File: src/rtl/h6_mul_sequencer.sv
// rtl/h6_mul_sequencer.sv - control sequencer driving the H6 multiplier wrapper strobes and S-bus readout
module h6_mul_sequencer #(
    parameter int ITER      = 16,
    parameter int LOAD_HOLD = 2
) (
    input  logic       CLK_50,
    input  logic       Rst,
    input  logic       start,
    input  logic       b_src,
    input  logic [1:0] read_mode,
    input  logic       result_ready,
    output logic       busy,
    output logic       done,
    output logic       MUL1,
    output logic       MUL2_1,
    output logic       MUL2_2,
    output logic       h6_rst,
    output logic       inQLK,
    output logic       inTWO,
    output logic       inTHREE,
    output logic       inFOUR,
    output logic       ALS_H6_a,
    output logic       ALS_H6_q,
    output logic       result_valid,
    output logic       result_part
);

    typedef enum logic [3:0] {
        IDLE, CLR, LD_A, LD_B, MUL, FIN, OUT_A, OUT_Q, DONE
    } state_t;

    localparam int CW = 8;
    localparam logic [CW-1:0] LD_LAST  = CW'(LOAD_HOLD - 1);
    localparam logic [CW-1:0] MUL_LAST = CW'(2 * ITER - 1);

    state_t        state;
    state_t        state_nxt;
    logic [CW-1:0] cnt;
    logic          b_src_q;
    logic [1:0]    mode_q;
    logic          ld_last;
    logic          mul_last;

    assign ld_last  = (cnt == LD_LAST);
    assign mul_last = (cnt == MUL_LAST);

    // Mode 11 is folded into 00 at capture so the rest of the FSM sees three modes only.
    always_ff @(posedge CLK_50) begin
        if (Rst) begin
            state   <= IDLE;
            cnt     <= '0;
            b_src_q <= 1'b0;
            mode_q  <= 2'b00;
        end else begin
            state <= state_nxt;
            if (state == IDLE && start) begin
                b_src_q <= b_src;
                mode_q  <= (read_mode == 2'b11) ? 2'b00 : read_mode;
            end
            case (state)
                LD_A, LD_B: cnt <= ld_last  ? '0 : cnt + CW'(1);
                MUL:        cnt <= mul_last ? '0 : cnt + CW'(1);
                default:    cnt <= '0;
            endcase
        end
    end

    always_comb begin
        state_nxt = state;
        case (state)
            IDLE:    if (start) state_nxt = CLR;
            CLR:     state_nxt = LD_A;
            LD_A:    if (ld_last) state_nxt = LD_B;
            LD_B:    if (ld_last) state_nxt = MUL;
            MUL:     if (mul_last) state_nxt = FIN;
            FIN:     state_nxt = (mode_q == 2'b01) ? OUT_Q : OUT_A;
            OUT_A:   if (result_ready) state_nxt = (mode_q == 2'b10) ? DONE : OUT_Q;
            OUT_Q:   if (result_ready) state_nxt = DONE;
            DONE:    state_nxt = IDLE;
            default: state_nxt = IDLE;
        endcase
    end

    // Step strobe fires on even step indices, giving ITER pulses over 2*ITER cycles.
    always_comb begin
        busy         = (state != IDLE);
        done         = 1'b0;
        MUL1         = 1'b0;
        MUL2_1       = 1'b0;
        MUL2_2       = 1'b0;
        inQLK        = 1'b0;
        inTWO        = 1'b0;
        inTHREE      = 1'b0;
        inFOUR       = 1'b0;
        ALS_H6_a     = 1'b0;
        ALS_H6_q     = 1'b0;
        result_valid = 1'b0;
        result_part  = 1'b0;
        case (state)
            LD_A: begin
                MUL1  = 1'b1;
                inTWO = ld_last;
            end
            LD_B: begin
                MUL2_1  = ~b_src_q;
                MUL2_2  = b_src_q;
                inTHREE = ld_last;
            end
            MUL:  inQLK = ~cnt[0];
            FIN:  inFOUR = 1'b1;
            OUT_A: begin
                ALS_H6_a     = 1'b1;
                result_valid = 1'b1;
            end
            OUT_Q: begin
                ALS_H6_q     = 1'b1;
                result_valid = 1'b1;
                result_part  = 1'b1;
            end
            DONE: done = 1'b1;
            default: ;
        endcase
    end

    assign h6_rst = Rst | (state == CLR);

endmodule

File: config.mk
export PLATFORM = sky130hd
export DESIGN_NAME = h6_mul_sequencer
export DESIGN_NICKNAME = d
export VERILOG_FILES = /design/src/rtl/h6_mul_sequencer.sv
export SDC_FILE = /design/constraint.sdc
export NUM_CORES = 1
export LEC_CHECK = 0
export ABC_AREA = 1
export BUFFER_PORTS_ARGS = -buffer_cell sky130_fd_sc_hd__buf_2
export CAP_MARGIN = 0
export CORE_MARGIN = 8
export CORE_UTILIZATION = 40
export CTS_CLUSTER_SIZE = 8
export DETAILED_ROUTE_END_ITERATION = 7
export SLEW_MARGIN = 10
export SYNTH_ARGS = -nofsm -noshare
export SYNTH_HDL_FRONTEND = slang
export SYNTH_SLANG_ARGS = --single-unit
export TNS_END_PERCENT = 100
File: constraint.sdc
create_clock -name CLK_50 -period 1.9 [get_ports CLK_50]
set_clock_uncertainty 0.2 [all_clocks]
set_input_delay 0.095 -clock CLK_50 [delete_from_list [all_inputs] [get_ports CLK_50]]
set_output_delay 0.095 -clock CLK_50 [all_outputs]
set_load 0.02 [all_outputs]
==> out/summary.txt <==
Status: finished clean
FP Rows: 17
Total power: 1200 uW
Int Power: 646 uW
Number of global-route vias before repair: 865
Clk_lat worst skew: 280 ps
Synth Area in Compound Gates: 0.0421
Post-synthesis sequential area ratio: 0.337
Simple-Gate Fraction of Synth Area: 0.452
TritonCTS clock tree: built
Starting density of the core: 0.415
Clock Sinks: 15
Async S/R FF share, synth: 0
DRC viols: 0
Worst slew margin: 0.803
IO Pins: 21
Least-Margin Pin Slew: 295 ps
CP Data Required Time: 1600 ps
Largest family of logic cells by synthesized area: simple AND/OR/NAND/NOR gates
Leak Pwr: 0.000522 uW
Detail Route Antenna Nets: 0
1st-iter DRT viols: 15
GRT Total Usage: 0.108
Synthesized area: 891 um^2
First-pass GRT wire length: 3570 um
Setup Crit Path Kind: register to output pin
Post-DP HPWL: 1600 um
H-tree Lvls: 1
Port Buf Inserts: 20
Mux cell area share after synthesis: 0
Non-filler instance count after layout: 192
Worst-path maximum fanout: 5
Post-synthesis xor/xnor area fraction: 0.0393
Via-to-Cell Ratio: 4.68
Combinational Power Share: 0.496
Final min period: 1720 ps
Area growth syn-to-layout: 22.5%
Placed insts: 184
Fin crit share: 0.905
Root Driver: clkbuf_4
Slew Limit Fails: 0
HP Class: primary input to register
Proportion of layout cells with a drive suffix above 1: 0.226
Post-synth EDFFs: 0
Final layout net count: 174
Initial antenna violation count: 0
Register share of total power: 0.351
F_max: 581 MHz
Mean post-synth cell area: 6.50 um^2
Routed Wire Length: 2090 um
Clock buffer depth: 2
WL/cell: 10.9 um
Seq cells post-synth: 15
Fin. Hold Viols: 0
Clock Power Share: 0.153
Vias: 898
RSZ-0062 raised after global routing: no
Cells after Synth: 137
Core ar.: 2150 um^2
CTS Buf Count: 3
Top FF cell, synth: dfxtp_1
Post-CTS Setup Bufs: 0
Die ar.: 3990 um^2
Crit path launch type: register
Largest net degree at the start of global routing: 10
Sw power: 557 uW
Gr ovfl total: 0
Worst-path clk slew: 100 ps
CP endpoint kind: output pin
Setup violations, final: 0
Switch share: 0.463
RePlAce Congestion: 0.860
Die height: 63.2 um
Worst vdd ir: 0.499 mV
Setup TNS: 0 ps
Die width: 63.2 um
Synthesized net count: 146
Ant. Diodes: 0
Synth Area in Adders: 0.0281
Drt pass-1 iters: 4
Distinct cells, synth: 21
Critical Path AT: 1430 ps
YS warnings: 0
Power per cell area: 1100 nW/um^2
Max-cap violations: 0
==> power groups by stage <==
stage          clock (uW)  combinational [uW]  sequential [uW]
2_1_floorplan           0                 461              415
3_5_place_dp            0                 588              428
4_1_cts               191                 597              420
3_3_place_gp            0                 582              427
5_1_grt               201                 677              431
6_report              185                 596              422
==> per-layer routing <==
layer | GRT usage | routed length [um] | vias to the layer above
li1 | - | - | 476
met1 | 0.109 | 889 | 397
met2 | 0.184 | 1030 | 21
met3 | 0.0424 | 138 | 4
met4 | 0.0669 | 31 | 0
met5 | 0 | 0 | -
==> through the flow <==
step / utilization / instance area [um^2] / setup slack (ps) / hold WS [ps]
after floorplan: - / 891 / 426 / -35.9
after global placement: 0.474 / 1020 / 338 / 88.1
after detailed placement: 0.474 / 1020 / 292 / 88.6
after CTS: 0.506 / 1090 / 128 / 23.9
after global routing: 0.508 / 1090 / 54.0 / 49.5
final: 0.508 / 1090 / 180 / 28.9
==> worst paths after layout <==
| kind | startpoint | end | slack (ps) | cells after the start |
|---|---|---|---|---|
| worst min-delay path | start | b_src_q | 30 | 3 |
| worst min register to register | b_src_q | b_src_q | 280 | 2 |
| worst max-delay path | state[2] | MUL2_2 | 180 | 6 |
| worst max register to register | cnt[0] | state[1] | 280 | 8 |
==> registers in the layout (all words and copies together), names as in the netlist <==
register  flops
mode_q        2
b_src_q       1
cnt           8
state         4
==> layout by cell type, fill, tap and decap left out, types with 2 or more instances in the layout <==
master / count
ha_1: 2
nand4_1: 2
nor2_1: 34
inv_2: 2
o21ai_0: 3
nor2_4: 2
nand2_2: 2
nand2_1: 26
nand3b_1: 3
nor3_1: 3
dlygate4sd3_1: 4
nor2_2: 4
nand3_1: 7
clkbuf_4: 3
inv_1: 19
a21oi_1: 3
dfxtp_1: 15
nor3_2: 2
buf_2: 20
xor2_1: 4
==> area by class of cell <==
class / count / area [um^2]
clock buffer: 3 / 22.5
clock inverter: 1 / 5.00
fill: 233 / 1060
inverter: 22 / 82.6
multi-input combinational: 99 / 505
sequential: 15 / 300
tap: 28 / 35.0
timing repair buffer: 24 / 140
==> cell usage after synthesis, types with 3 or more instances <==
master	count	area, um^2
nand3_1	7	35.0
nand2_1	26	97.6
a21oi_1	3	15.0
xor2_1	4	35.0
nor3_1	3	15.0
nor2_1	34	128
o21ai_0	3	15.0
nor2_2	5	31.3
dfxtp_1	15	300
nand3b_1	3	22.5
inv_1	19	71.3
==> what timing repair did <==
| item | 4_1_cts | 5_1_grt |
|---|---|---|
| endpoints found under the setup margin | 0 | 2 |
| hold buffers | 4 | 0 |
| resized for setup | 0 | 1 |
| hold endpoints to repair | 4 | 0 |
==> worst max-delay path, cell delays in order (launching register included) <==
cell and delay [ps]:
dfxtp_1 360, nor2_4 170, inv_1 80, nor2_2 100
nand2_1 140, nor2_1 120, buf_2 170
==> logic make-up after synthesis <==
family | Yosys count
buffers and inverters | 23
AOI/OAI and AO/OA | 7
adders and majority gates | 2
DFF | 15
and+or+nand+nor | 86
xor gates and xnor gates | 4
Power figures use the tool's default switching activity.
